**src/rtl/whackamole_game.sv**
```systemverilog
// Whack-a-mole controller: synchronized start/buttons, LFSR mole pick, gap/window timing, scoring.
// Optional build macro WHACKAMOLE_SPEEDUP_EN: each hit shortens the lit window, floored at a quarter.
module whackamole_game #(
  parameter int NUM_MOLES     = 8,
  parameter int WINDOW_CYCLES = 1000,
  parameter int GAP_CYCLES    = 100,
  parameter int MAX_MISSES    = 3,
  parameter int SCORE_W       = 4
) (
  input  logic                 clk,
  input  logic                 rst_n,
  input  logic                 start,
  input  logic [NUM_MOLES-1:0] btn,
  output logic [NUM_MOLES-1:0] mole_out,
  output logic [SCORE_W-1:0]   score,
  output logic [2:0]           miss_cnt,
  output logic                 hit,
  output logic                 miss,
  output logic                 game_over
);

  typedef enum logic [1:0] {IDLE, GAP, UP, OVER} state_t;

  localparam logic [15:0]        GAP_LAST   = 16'(GAP_CYCLES - 1);
  localparam logic [SCORE_W-1:0] SCORE_MAX  = '1;
  localparam logic [2:0]         MISS_LIMIT = 3'(MAX_MISSES);
  localparam logic [3:0]         MOLES      = 4'(NUM_MOLES);

  state_t               state;
  logic [15:0]          cnt;
  logic [7:0]           lfsr;

  logic [NUM_MOLES-1:0] btn_s1, btn_s2, btn_prev, btn_edge;
  logic                 start_s1, start_s2, start_prev, start_edge;
  logic [1:0]           start_vld;
  logic                 start_armed;

  // NOTE: every flop uses non-blocking assignment and the async active-low reset,
  // so all registers update together and simulation matches the synthesized netlist.
  always_ff @(posedge clk or negedge rst_n) begin
    if (!rst_n) begin
      btn_s1      <= '0;
      btn_s2      <= '0;
      btn_prev    <= '0;
      btn_edge    <= '0;
      start_s1    <= 1'b0;
      start_s2    <= 1'b0;
      start_prev  <= 1'b0;
      start_edge  <= 1'b0;
      start_vld   <= 2'b00;
      start_armed <= 1'b0;
    end else begin
      btn_s1      <= btn;
      btn_s2      <= btn_s1;
      btn_prev    <= btn_s2;
      btn_edge    <= btn_s2 & ~btn_prev;
      start_s1    <= start;
      start_s2    <= start_s1;
      start_prev  <= start_s2;
      start_vld   <= {start_vld[0], 1'b1};
      // A start level held through reset must be seen low once before a rise can count.
      start_armed <= start_armed | (start_vld[1] & ~start_s2);
      start_edge  <= start_armed & start_s2 & ~start_prev;
    end
  end

  always_ff @(posedge clk or negedge rst_n) begin
    if (!rst_n) begin
      lfsr <= 8'hA5;
    end else begin
      lfsr <= {lfsr[6:0], lfsr[7] ^ lfsr[5] ^ lfsr[4] ^ lfsr[3]};
    end
  end

  logic [3:0]           raw_idx, mole_idx;
  logic [NUM_MOLES-1:0] mole_onehot;

  assign raw_idx     = {1'b0, lfsr[2:0]};
  assign mole_idx    = (raw_idx >= MOLES) ? raw_idx - MOLES : raw_idx;
  assign mole_onehot = {{(NUM_MOLES-1){1'b0}}, 1'b1} << mole_idx;

  logic       lit_edge, wrong_edge, game_start, score_hit, window_done;
  logic [2:0] miss_next;

  assign lit_edge   = |(btn_edge & mole_out);
  assign wrong_edge = |(btn_edge & ~mole_out);
  assign game_start = start_edge && ((state == IDLE) || (state == OVER));
  assign score_hit  = (state == UP) && lit_edge && !wrong_edge;
  assign miss_next  = miss_cnt + 3'd1;

  logic [15:0] win_len;

`ifdef WHACKAMOLE_SPEEDUP_EN
  localparam logic [15:0] WIN_FULL  = 16'(WINDOW_CYCLES);
  localparam logic [15:0] WIN_STEP  = 16'(WINDOW_CYCLES / 16);
  localparam logic [15:0] WIN_FLOOR = 16'(WINDOW_CYCLES / 4);

  // win_len never drops below WIN_FLOOR >= WIN_STEP, so the subtraction cannot wrap.
  logic [15:0] win_short;
  assign win_short = (win_len - WIN_STEP < WIN_FLOOR) ? WIN_FLOOR : win_len - WIN_STEP;

  always_ff @(posedge clk or negedge rst_n) begin
    if (!rst_n) begin
      win_len <= WIN_FULL;
    end else if (game_start) begin
      win_len <= WIN_FULL;
    end else if (score_hit) begin
      win_len <= win_short;
    end
  end
`else
  assign win_len = 16'(WINDOW_CYCLES);
`endif

  assign window_done = (cnt == win_len - 16'd1);

  always_ff @(posedge clk or negedge rst_n) begin
    if (!rst_n) begin
      state     <= IDLE;
      cnt       <= '0;
      mole_out  <= '0;
      score     <= '0;
      miss_cnt  <= '0;
      hit       <= 1'b0;
      miss      <= 1'b0;
      game_over <= 1'b0;
    end else begin
      hit  <= 1'b0;
      miss <= 1'b0;
      case (state)
        IDLE, OVER: begin
          if (game_start) begin
            state     <= GAP;
            cnt       <= '0;
            score     <= '0;
            miss_cnt  <= '0;
            game_over <= 1'b0;
            mole_out  <= '0;
          end
        end
        GAP: begin
          if (cnt == GAP_LAST) begin
            state    <= UP;
            cnt      <= '0;
            mole_out <= mole_onehot;
          end else begin
            cnt <= cnt + 16'd1;
          end
        end
        UP: begin
          // A wrong button beats a same-cycle correct one; a correct edge beats the timeout.
          if (wrong_edge || (!lit_edge && window_done)) begin
            miss     <= 1'b1;
            miss_cnt <= miss_next;
            mole_out <= '0;
            cnt      <= '0;
            if (miss_next >= MISS_LIMIT) begin
              state     <= OVER;
              game_over <= 1'b1;
            end else begin
              state <= GAP;
            end
          end else if (lit_edge) begin
            hit      <= 1'b1;
            score    <= (score == SCORE_MAX) ? score : score + 1'b1;
            mole_out <= '0;
            cnt      <= '0;
            state    <= GAP;
          end else begin
            cnt <= cnt + 16'd1;
          end
        end
        default: state <= IDLE;
      endcase
    end
  end

endmodule

```
**config.mk**
```make
export PLATFORM = sky130hd
export DESIGN_NAME = whackamole_game
export DESIGN_NICKNAME = d
export VERILOG_FILES = /design/src/rtl/whackamole_game.sv
export SDC_FILE = /design/constraint.sdc
export NUM_CORES = 1
export LEC_CHECK = 0
export ABC_CLOCK_PERIOD_IN_PS = 2000
export CORE_ASPECT_RATIO = 1.25
export CORE_MARGIN = 4
export CORE_UTILIZATION = 56
export DETAILED_ROUTE_END_ITERATION = 8
export DONT_BUFFER_PORTS = 1
export PLACE_DENSITY_LB_ADDON = 0.25
export SKIP_CTS_REPAIR_TIMING = 1
export SYNTH_ARGS = -nofsm -noshare
export SYNTH_HDL_FRONTEND = slang
export SYNTH_SLANG_ARGS = --single-unit
```
**constraint.sdc**
```tcl
create_clock -name clk -period 2 [get_ports clk]
set_input_delay 0.3 -clock clk [delete_from_list [all_inputs] [get_ports clk]]
set_output_delay 0.3 -clock clk [all_outputs]
set_load 0.05 [all_outputs]
```
==> impl_metrics.json <==
{
  "max_clock_freq_ghz": 0.5123,
  "post-place-ws_ns": -0.02040,
  "stdcell_count": 436,
  "rows": 31,
  "syn_area_um2": 3501,
  "nets": 367,
  "maxSlewViolCount": 0,
  "synth-compound-area-share_pct": 8.935,
  "cp_max_fo": 9,
  "grt.overflow.total": 0,
  "synth_seq_cells": 83,
  "die_x_um": 78.72,
  "violations": "negative hold slack",
  "synthTopCellsByArea": "dfrtp_1 (56%), mux2_4 (3.4%), nor2b_1 (3.2%), dfstp_2 (3.0%), nor3_1 (2.9%)",
  "cts_tree": "done",
  "ys_warn_count": 0,
  "synthFlopType": "dfrtp_1",
  "ys_types": 47,
  "rsz0062_at_grt": "yes",
  "initial_core_util_pct": 58.99,
  "dr.first_iter.drc_count": 167,
  "dp_hpwl_um": 4494,
  "final_util_pct": 71.75,
  "final_cell_mix": "dfrtp_1 (71), buf_4 (38), nand2_1 (22)",
  "fin_area_um2": 4258,
  "cts-buffers-inserted": 9,
  "power.clock.fraction_pct": 26.4,
  "dieHeight_um": 96.40,
  "fin_crit_ns": 1.952,
  "setup_viol": 0,
  "io_buffers": 0,
  "drc": 0,
  "layout_setup_ws_ns": 0.04806,
  "rrSetupSlack_ns": 0.05,
  "power_density_nw_per_um2": 1139,
  "fin_hold_ws_ns": -0.3726,
  "ant_nets": 0,
  "placed_area_um2": 3875,
  "holdCritPathClass": "input port to async pin",
  "cp.required_ns": 2.24,
  "maxCapViolations": 0,
  "mostFrequentLayoutCell": "dfrtp_1",
  "hold_viol_final": 83,
  "avgSynthCellArea_um2": 11.91,
  "numPlacedInstances": 406,
  "irDropWorstVdd_v": 0.0007491,
  "yosys.area.top_type": "dfrtp_1",
  "core_area_um2": 5934,
  "pwr-share-comb_pct": 33.4,
  "grt_pass1_wl_um": 10840,
  "detail_route.wirelength_um": 6491,
  "nFillCells": 410,
  "power.switching_mw": 1.723,
  "sw_frac_of_total_pct": 35.53,
  "synth_top_family_by_area": "simple AND/OR/NAND/NOR gates",
  "arrival_ns": 2.19,
  "die_area_um2": 7589,
  "synth_xor_area_share_pct": 4.503,
  "synth_edf_count": 0,
  "fin_skew_ns": 0.006505,
  "internal-power_mw": 3.126,
  "finalSetupTns_ns": 0,
  "vias": 2378,
  "grt_util_all_layers_pct": 18.79,
  "pwr-share-seq_pct": 40.3,
  "antenna_found_initial": 0,
  "cp-end-kind": "register",
  "synth-adder-area-share_pct": 2.502,
  "leakage_nw": 1.896,
  "viasPerCell": 5.454,
  "synth_top_area_share_pct": 56.47,
  "cts.path.max_buffers": 2,
  "drt_pre_antenna_iters": 4,
  "multiInputGateArea_um2": 1391,
  "clk_latency_ns": 0.35,
  "syn2layout_area_growth_pct": 21.62,
  "grt_max_degree": 84,
  "drive_gt1_share_pct": 24.86,
  "grt_pass1_vias": 2324,
  "h-tree-depth": 3,
  "num_antenna_cells": 0,
  "gp_congestion": 0.9111,
  "wl_per_cell_um": 14.89,
  "power.total_mw": 4.849,
  "worst_setup_path_start_kind": "register",
  "numClockSinks": 83,
  "regArea_um2": 2092,
  "synthSimpleGateAreaFrac_pct": 17.87,
  "period_share_pct": 97.60,
  "synth_nets": 312,
  "root_buffer": "clkbuf_8",
  "syn_inst": 294,
  "synthMuxAreaShare_pct": 4.896,
  "worstSetupPathType": "register to register",
  "clk_pin_slew_worst_paths_ns": 0.09,
  "status": "complete, but fails checks",
  "pin_count": 29,
  "async_flop_share_pct": 100.0,
  "seq_area_frac_synth_pct": 59.47
}
[kinds of logic (layout without fill, tap and decap cells)]
logic type | Yosys count | after routing
DFF | 83 | 83
buffers and inverters | 16 | 76
adders and majority gates | 7 | 7
xor gates and xnor gates | 18 | 18
AOI/OAI and AO/OA | 37 | 37
muxes | 13 | 13
other | 1 | 1
and+or+nand+nor | 119 | 119
[sequential cells by signal, summed over array words and instances (netlist names), 2 cells and up]
| name | count |
|---|---|
| btn_edge | 8 |
| btn_prev | 8 |
| btn_s1 | 8 |
| btn_s2 | 8 |
| cnt | 16 |
| lfsr | 8 |
| miss_cnt | 3 |
| mole_out | 8 |
| score | 4 |
| start_vld | 2 |
| state | 2 |
[per-layer routing]
layer | GRT usage (%) | vias to the layer above | routed length (µm)
li1 | - | 1141 | -
met1 | 24.28 | 1170 | 2902
met2 | 30.03 | 56 | 3197
met3 | 5.102 | 11 | 294
met4 | 8.163 | 0 | 96
met5 | 0 | - | 0
[cell type report]
cell class                 instances  area share (%)
sequential                        83           49.13
clock inverter                     7           2.145
multi-input combinational        195           32.68
clock buffer                       9           2.909
inverter                          11          0.9697
timing repair buffer              49           9.756
tap                               82           2.410
[power by group through the flow]
stage	Sequential [mW]	Combinational, mW	Clock, mW
final	1.95	1.62	1.28
after global routing	1.97	1.76	1.39
after CTS	1.95	1.49	1.32
after detailed placement	1.98	1.49	0
after global placement	1.97	1.47	0
after floorplan	2.10	0.871	0
[synth_stat cells, types with 2 or more instances]
cell type   n
a2111oi_4   2
a21oi_1     2
a22oi_1     5
and3_1      4
clkbuf_1    4
dfrtp_1    79
dfstp_2     4
ha_1        7
inv_1      11
mux2_4      8
mux2i_1     4
nand2_1    22
nand2b_1    5
nand3_1    10
nand4_1     8
nor2_1     20
nor2b_1    18
nor3_1     20
nor3b_1     3
nor4_1      3
o211ai_1    2
o21a_1      2
o21ai_0     3
o21ai_1     5
o31ai_1     5
xnor2_1     7
xor2_1     11
[worst max-delay path, stage by stage, from the launching register on]
cell and delay, ns:
dfrtp_1 0.39, nor2b_2 0.17, a2111oi_4 0.41, nand3_4 0.15
o211ai_4 0.25, buf_12 0.17, mux2_4 0.30
[worst paths after layout]
path,depth (start not counted),startpoint,to
worst min register to register,0,start_vld[0],start_vld[1]
min in group clk,0,start_vld[0],start_vld[1]
worst max register to register,6,btn_edge[0],mole_out[2]
max in group asynchronous,0,rst_n,lfsr[0]
worst min-delay path,0,rst_n,btn_s1[6]
worst max-delay path,6,btn_edge[0],mole_out[2]
Power figures use the tool's default switching activity.
